<file path="src/rtl/led_ctrl_pkg.sv">
// Shared constants, opcodes and FSM encoding for the LED command link.
package led_ctrl_pkg;

    localparam int INSTR_W  = 3;
    localparam int ADDR_W   = 5;
    localparam int FRAME_W  = INSTR_W + ADDR_W;
    localparam int NUM_LEDS = 23;

    localparam logic [INSTR_W-1:0] OP_OFF  = 3'd0;
    localparam logic [INSTR_W-1:0] OP_ON   = 3'd1;
    localparam logic [INSTR_W-1:0] OP_PAT1 = 3'd2;
    localparam logic [INSTR_W-1:0] OP_PAT2 = 3'd3;

    typedef enum logic [2:0] {
        ST_IDLE,
        ST_SHIFT_LO,
        ST_SHIFT_HI,
        ST_LATCH,
        ST_GAP
    } tx_state_t;

endpackage

</file>
<file path="src/rtl/led_tx_tick.sv">
// Phase counter: counts 0..CLK_DIV-1, o_phase_done on the last count.
module led_tx_tick #(
    parameter int CLK_DIV = 4
) (
    input  logic i_clk,
    input  logic i_rst,
    input  logic i_clr,
    output logic o_phase_done
);

    localparam int CW = 8;
    localparam logic [CW-1:0] LAST = CW'(CLK_DIV - 1);

    logic [CW-1:0] r_cnt;

    assign o_phase_done = (r_cnt == LAST);

    always_ff @(posedge i_clk) begin
        if (i_rst || i_clr) begin
            r_cnt <= '0;
        end else if (o_phase_done) begin
            r_cnt <= '0;
        end else begin
            r_cnt <= r_cnt + 1'b1;
        end
    end

endmodule

</file>
<file path="src/rtl/led_cmd_tx.sv">
// 3-wire LED command serializer (clock, data, latch), MSB first.
// Define LED_TX_ADDR_CHECK_EN to drop commands with out-of-range addresses.
module led_cmd_tx #(
    parameter int CLK_DIV  = 4,
    parameter int FRAME_W  = led_ctrl_pkg::FRAME_W,
    parameter int NUM_LEDS = led_ctrl_pkg::NUM_LEDS
) (
    input  logic       CLK,
    input  logic       RESET,
    input  logic       cmd_valid,
    output logic       cmd_ready,
    input  logic [2:0] cmd_instr,
    input  logic [4:0] cmd_addr,
    output logic       LED_CLK,
    output logic       LED_DATA,
    output logic       LED_LATCH,
    output logic       busy,
    output logic       err_addr
);

    import led_ctrl_pkg::*;

    if (CLK_DIV < 1 || CLK_DIV > 255) begin : g_bad_div
        $error("led_cmd_tx: CLK_DIV out of range");
    end
    if (FRAME_W != INSTR_W + ADDR_W) begin : g_bad_frame
        $error("led_cmd_tx: FRAME_W must equal INSTR_W+ADDR_W");
    end
    if (NUM_LEDS < 1 || NUM_LEDS > 32) begin : g_bad_leds
        $error("led_cmd_tx: NUM_LEDS out of range");
    end

    localparam logic [2:0] LAST_BIT = 3'(FRAME_W - 1);

    tx_state_t            r_state;
    tx_state_t            w_next;
    logic [FRAME_W-1:0]   r_shreg;
    logic [FRAME_W-1:0]   w_shreg_nxt;
    logic [2:0]           r_bit;
    logic [2:0]           w_bit_nxt;
    logic                 r_clk;
    logic                 r_data;
    logic                 r_latch;
    logic                 r_busy;
    logic                 r_err;
    logic                 w_done;
    logic                 w_accept;
    logic                 w_reject;

    assign cmd_ready = (r_state == ST_IDLE) & ~RESET;
    assign w_accept  = cmd_valid & cmd_ready;

`ifdef LED_TX_ADDR_CHECK_EN
    assign w_reject = ({1'b0, cmd_addr} >= 6'(NUM_LEDS));
`else
    assign w_reject = 1'b0;
`endif

    led_tx_tick #(
        .CLK_DIV(CLK_DIV)
    ) u_tick (
        .i_clk       (CLK),
        .i_rst       (RESET),
        .i_clr       (r_state == ST_IDLE),
        .o_phase_done(w_done)
    );

    always_comb begin
        w_next      = r_state;
        w_shreg_nxt = r_shreg;
        w_bit_nxt   = r_bit;
        unique case (r_state)
            ST_IDLE: begin
                if (w_accept && !w_reject) begin
                    w_next      = ST_SHIFT_LO;
                    w_shreg_nxt = {cmd_instr, cmd_addr};
                    w_bit_nxt   = 3'd0;
                end
            end
            ST_SHIFT_LO: begin
                if (w_done) w_next = ST_SHIFT_HI;
            end
            ST_SHIFT_HI: begin
                if (w_done) begin
                    w_shreg_nxt = {r_shreg[FRAME_W-2:0], 1'b0};
                    w_bit_nxt   = r_bit + 3'd1;
                    w_next      = (r_bit == LAST_BIT) ? ST_LATCH
                                                      : ST_SHIFT_LO;
                end
            end
            ST_LATCH: begin
                if (w_done) w_next = ST_GAP;
            end
            ST_GAP: begin
                if (w_done) w_next = ST_IDLE;
            end
            default: w_next = ST_IDLE;
        endcase
    end

    // Outputs are registered from the next state so they align with it.
    always_ff @(posedge CLK) begin
        if (RESET) begin
            r_state <= ST_IDLE;
            r_shreg <= '0;
            r_bit   <= '0;
            r_clk   <= 1'b0;
            r_data  <= 1'b0;
            r_latch <= 1'b0;
            r_busy  <= 1'b0;
            r_err   <= 1'b0;
        end else begin
            r_state <= w_next;
            r_shreg <= w_shreg_nxt;
            r_bit   <= w_bit_nxt;
            r_clk   <= (w_next == ST_SHIFT_HI);
            r_data  <= ((w_next == ST_SHIFT_LO) || (w_next == ST_SHIFT_HI))
                       & w_shreg_nxt[FRAME_W-1];
            r_latch <= (w_next == ST_LATCH);
            r_busy  <= (w_next != ST_IDLE);
            r_err   <= w_accept & w_reject;
        end
    end

    assign LED_CLK   = r_clk;
    assign LED_DATA  = r_data;
    assign LED_LATCH = r_latch;
    assign busy      = r_busy;
    assign err_addr  = r_err;

endmodule

</file>
<file path="config.mk">
export PLATFORM = sky130hd
export DESIGN_NAME = led_cmd_tx
export DESIGN_NICKNAME = d
export VERILOG_FILES = /design/src/rtl/led_ctrl_pkg.sv /design/src/rtl/led_tx_tick.sv /design/src/rtl/led_cmd_tx.sv
export SDC_FILE = /design/constraint.sdc
export NUM_CORES = 1
export LEC_CHECK = 0
export ABC_AREA = 1
export CORE_AREA = 3 3 91 50
export DETAILED_ROUTE_END_ITERATION = 8
export DIE_AREA = 0 0 94 53
export GPL_TIMING_DRIVEN = 0
export PLACE_DENSITY = 0.59
export SYNTH_ARGS = -nofsm -noshare
export SYNTH_HDL_FRONTEND = slang
export SYNTH_SLANG_ARGS = --single-unit
export TNS_END_PERCENT = 5
</file>
<file path="constraint.sdc">
create_clock -name CLK -period 1.2 [get_ports CLK]
set_input_delay 0.24 -clock CLK [delete_from_list [all_inputs] [get_ports CLK]]
set_output_delay 0.24 -clock CLK [all_outputs]
set_load 0.005 [all_outputs]
</file>
# Word-level counts from Yosys, hierarchy flattened
# Index checks and enable logic that the tools add are counted.
# word_totals
elab_cells,46
in_bits,11
out_inout_bits,6
reg_bits,26
# op_classes
mux,13
bitwise,4
n_reduce_logical,7
add_sub_neg,2
eq_ne,11
# ops
cell,count
two-way mux 3 bit,7
two-way mux 8 bit,2
case mux 8 bit (2 select lines),1
case mux 3 bit (5 select lines),1
"== test 3 x 2 -> 1 bit, second input constant",4
"adder 8 x 1 -> 8 bit, second input constant",1
"== test 8 x 2 -> 1 bit, second input constant",1
"== test 3 x 1 -> 1 bit, second input constant",2
"== test 3 bit, second input constant",2
case mux 3 bit (2 select lines),1
"adder 3 x 1 -> 3 bit, second input constant",1
AND 1 bit,3
logical NOT 3 bit,1
AND reduction 3 bit,1
nonzero test 3 bit,1
logical OR 1 bit,2
two-way mux 2 bit,1
"inequality test 2 x 1 -> 1 bit, second input constant",1
"inequality test 2 bit, second input constant",1
nonzero test 2 bit,1
OR reduction 2 bit,1
NOT 1 bit,1

# Logic depth before layout (Yosys ltp)
# logic_depth
word_depth,8
ltp_mapped,10
ltp_nobuf,10

# Modules after synthesis
# A second synthesis with hierarchy kept.
# unflattened
hier_cells,186
hier_area_um2,1308.8
# modules_own_cells
module,cells_each,instances,area_each_um2,seq_area_each_um2
led_cmd_tx,120,1,849.6,360.3
led_tx_tick,66,1,459.2,160.2

# Least setup slack after synthesis
# OpenSTA, ideal clock, no wires.
# synth_timing
path_kind,flip-flop to flip-flop
from,register u_tick.r_cnt[0]
to,"register r_data, in the netlist LED_DATA"
setup_time_ns,0.110
n_path_buf,0
t_arrival_ns,1.244
setup_slack_ns,-0.154
required_ns,1.090
stages_incl_launch_ff,11
synth_period_minus_slack_ns,1.354
cell_sequence,dfxtp_1 ha_1 nand2_2 nor2_4 nand3_1 nand2_2 inv_4 nand2_4 nand2_2 nand2_1 nor2_1
# synth_via
elab_chain_cells,6
elab_cells_between_ends,12
classes_between,eq/ne: 3; mux: 7; bitwise: 1; reduce/logical: 1
# synth_lines
element,line_no,text
start: declaration,led_tx_tick.sv:14,logic [CW-1:0] r_cnt;
start signal: assignment,led_tx_tick.sv:24,r_cnt <= r_cnt + 1'b1;
== test 8 x 2 -> 1 bit (*),led_tx_tick.sv:16,assign o_phase_done = (r_cnt == LAST);
two-way mux 3 bit (on tied branches),-,
case mux 3 bit (5 select lines),led_cmd_tx.sv:72,unique case (r_state)
== test 3 x 1 -> 1 bit / == test 3 x 2 -> 1 bit (equally long branches),led_cmd_tx.sv:117,r_data <= ((w_next == ST_SHIFT_LO) || (w_next == ST_SHIFT_HI))
logical OR 1 bit,led_cmd_tx.sv:117,
AND 1 bit (*),led_cmd_tx.sv:118,& w_shreg_nxt[FRAME_W-1];
end signal: assignment,led_cmd_tx.sv:117,
end: declaration,led_cmd_tx.sv:42,logic r_data;
# Mark *: on every way between the ends. The rest lies on a longest branch, timed or not. The select of a mux whose other input is x is not followed.
# A chain may end at the register's enable or synchronous reset.

# Worst setup path in the final report
# Ends and elaborated chain as after synthesis.

==> impl_metrics.json <==
{
  "rr_worst_depth": 10,
  "nFillCells": 417,
  "clkSinkCount": 26,
  "drt_iter0_markers": 35,
  "synth_cells": 167,
  "final_core_util": 0.415,
  "slowest_stage": "dfxtp_2",
  "cpPeakStageDelay_ns": 0.37,
  "cts_tree": "done",
  "diodes": 0,
  "violations": "setup timing",
  "die_h_um": 53,
  "hold_depth": 2,
  "finalHoldViolations": 0,
  "cp_top_family": "simple AND/OR/NAND/NOR gates",
  "ys_warn_count": 0,
  "critPathKind": "reg2reg",
  "maxCapViolations": 0,
  "ios": 17,
  "initial_core_util": 0.323,
  "wl_per_cell_um": 10.0,
  "viasPerCell": 4.40,
  "core-area_mm2": 0.00380,
  "worst_ir_drop_vdd_uv": 413,
  "period_needed_ns": 1.34,
  "syn_area_per_cell_um2": 7.36,
  "clk_pin_slew_ns": 0.09,
  "leakage_nw": 0.687,
  "dpl.hpwl_um": 1810,
  "yosys-top-cells-area": "dfxtp_1 (42%), nand2_1 (13%), nand3_1 (6.5%)",
  "dieArea_mm2": 0.00498,
  "async_flop_share": 0,
  "timing.critical_path.from": "u_tick.r_cnt[0]$_SDFF_PP0_",
  "synth_most_common_cell": "nand2_1",
  "min_from": "RESET",
  "grtUsageTotal": 0.110,
  "timing.final.ws_setup_ns": -0.140,
  "synth-seq-area-share": 0.424,
  "postCtsHoldBufs": 0,
  "yosys_register_bits": 26,
  "portBuffers": 15,
  "htreeDepth": 1,
  "synth_fp_nets": 181,
  "clkLatencyLatePin_ns": 0.27,
  "seq_area_um2": 526,
  "antenna_found_initial": 0,
  "maxSlewViolCount": 0,
  "max_freq_ghz": 0.746,
  "rsz0062_at_grt": "yes",
  "timing.setup.tns_ns": -1.40,
  "synthTopCellsByCount": "nand2_1 (41), dfxtp_1 (26), inv_1 (19), nand3_1 (16), nor2_1 (14)",
  "multi_input_area_um2": 656,
  "cts_root_buf": "clkbuf_8",
  "cp.arrival_ns": 1.52,
  "die_width_um": 94,
  "row_count": 16,
  "synth_edf_count": 0,
  "timing.hold.worst.class": "in2reg",
  "cts_buffers": 3,
  "outcome": "complete, but fails checks",
  "min_period_over_period": 1.12,
  "holdPathEnd": "r_shreg[1]$_SDFFE_PP0P_",
  "grt-ovfl-total": 0,
  "area_growth_pct": 28.6,
  "ys.flop_type": "dfxtp_1",
  "num_vias": 1065,
  "wl_um": 2420,
  "synth_top_area_cell": "dfxtp_1",
  "final_layout_size_suffix_gt1_frac": 0.223,
  "reg2reg_to": "LED_DATA$_SDFF_PP0_",
  "ant_nets": 0,
  "endpoint_kind": "flop",
  "crit_buf_inv": 0,
  "grt_first_pass_wirelength_um": 4170,
  "r2r-start": "u_tick.r_cnt[0]$_SDFF_PP0_",
  "place.gp.congestion": 0.786,
  "setup_viol": 21,
  "synth.distinct_cells": 25,
  "first_pass_iters": 2,
  "cp_cell_sequence": "ha_4 > nand2_4 > nor2_4 > nand2_4 > nand2_2 > nand3_2 > nand2_2 > nand2_2 > nand2_1 > nor2_1",
  "clockBufferDepth": 2,
  "crit_fanout": 6,
  "synth_top_area_share": 0.424,
  "critPathLaunchType": "flop",
  "cp.required_ns": 1.38,
  "crit_top_cell": "nand2_2",
  "syn_area_mm2": 0.00123,
  "grt_max_degree": 15,
  "nets": 203,
  "r2r_setup_slack_ns": -0.14,
  "power.density_mw_per_mm2": 1040,
  "finalClockSkew_ns": 0.00163,
  "drc_errors": 0,
  "first_global_vias": 983
}
cells by family (layout without fill, tap and decap cells):
| group | count (synthesis) | after routing | synth area share |
|---|---|---|---|
| fa+ha+maj | 3 | 3 | 0.0306 |
| compound gates | 22 | 22 | 0.108 |
| xor+xnor | 1 | 1 | 0.00713 |
| simple gates | 87 | 87 | 0.340 |
| buf+inv | 27 | 48 | 0.0876 |
| flops | 26 | 26 | 0.424 |
| other cells | 1 | 1 | 0.00305 |
power by group:
part           leakage [nW]  internal (mW)  switching [mW]
Sequential            0.213          0.887          0.0140
Clock                0.0288          0.294           0.276
Combinational         0.445         0.0801          0.0871
Total                 0.687           1.26           0.377
metal layers:
layer | up-vias | global-route usage | share of wire
li1 | 574 | - | -
met1 | 478 | 0.130 | 0.50
met2 | 8 | 0.186 | 0.45
met3 | 5 | 0.0384 | 0.035
met4 | 0 | 0.0432 | 0.020
met5 | - | 0 | 0
how the worst max path moves through the flow:
| stage | endpoint | slack (ns) | cells after the start |
|---|---|---|---|
| 4_1_cts | LED_DATA$_SDFF_PP0_ | -0.15 | 9 |
| 3_3_place_gp | cmd_ready | -0.82 | 4 |
| 2_1_floorplan | busy$_SDFF_PP0_ | -0.02 | 8 |
| 6_report | LED_DATA$_SDFF_PP0_ | -0.14 | 10 |
| 5_1_grt | LED_DATA$_SDFF_PP0_ | -0.24 | 9 |
| 3_5_place_dp | cmd_ready | -0.77 | 4 |
final cells by class:
type,count,share of cell area
clock buffer,4,0.0348
tap,54,0.0428
timing repair buffer,17,0.0974
multi-input combinational,114,0.415
sequential,26,0.333
inverter,25,0.0641
buffer,2,0.0135
sequential cells by signal, summed over array words and instances (netlist names):
name	count
busy	1
r_bit	3
u_tick.r_cnt	8
LED_CLK	1
LED_LATCH	1
r_state	3
r_shreg	8
LED_DATA	1
repair_timing:
| action | in CTS | in global routing |
|---|---|---|
| gates resized for setup | 20 | 2 |
| gates cloned | 0 | 0 |
| setup endpoints to repair | 25 | 27 |
| pin swaps | 9 | 2 |
| endpoints found under the hold margin | 0 | 0 |
| setup buffers | 2 | 0 |
placed cells by master, fill, tap and decap left out, drive strengths merged, types with 2 or more instances in the layout:
cell	instances
nand2	48
dfxtp	26
inv	25
nor2	18
nand3	17
clkdlybuf4s50	9
a21oi	7
a31oi	7
clkbuf	5
dlygate4sd2	5
o21ai	5
buf	4
ha	3
nor3	2
o21a	2
stage by stage:
step,cells,setup WS [ns],total power [mW],hold WS [ns],area (um2)
5_1_grt,242,-0.238,1.73,0.373,1580
4_1_cts,242,-0.148,1.66,0.355,1580
3_3_place_gp,236,-0.821,1.08,0.427,1490
6_report,242,-0.140,1.64,0.376,1580
3_5_place_dp,236,-0.769,1.08,0.436,1490
2_1_floorplan,167,-0.0179,1.01,0.309,1270
Note: power is estimated with default switching activity, not from simulation.
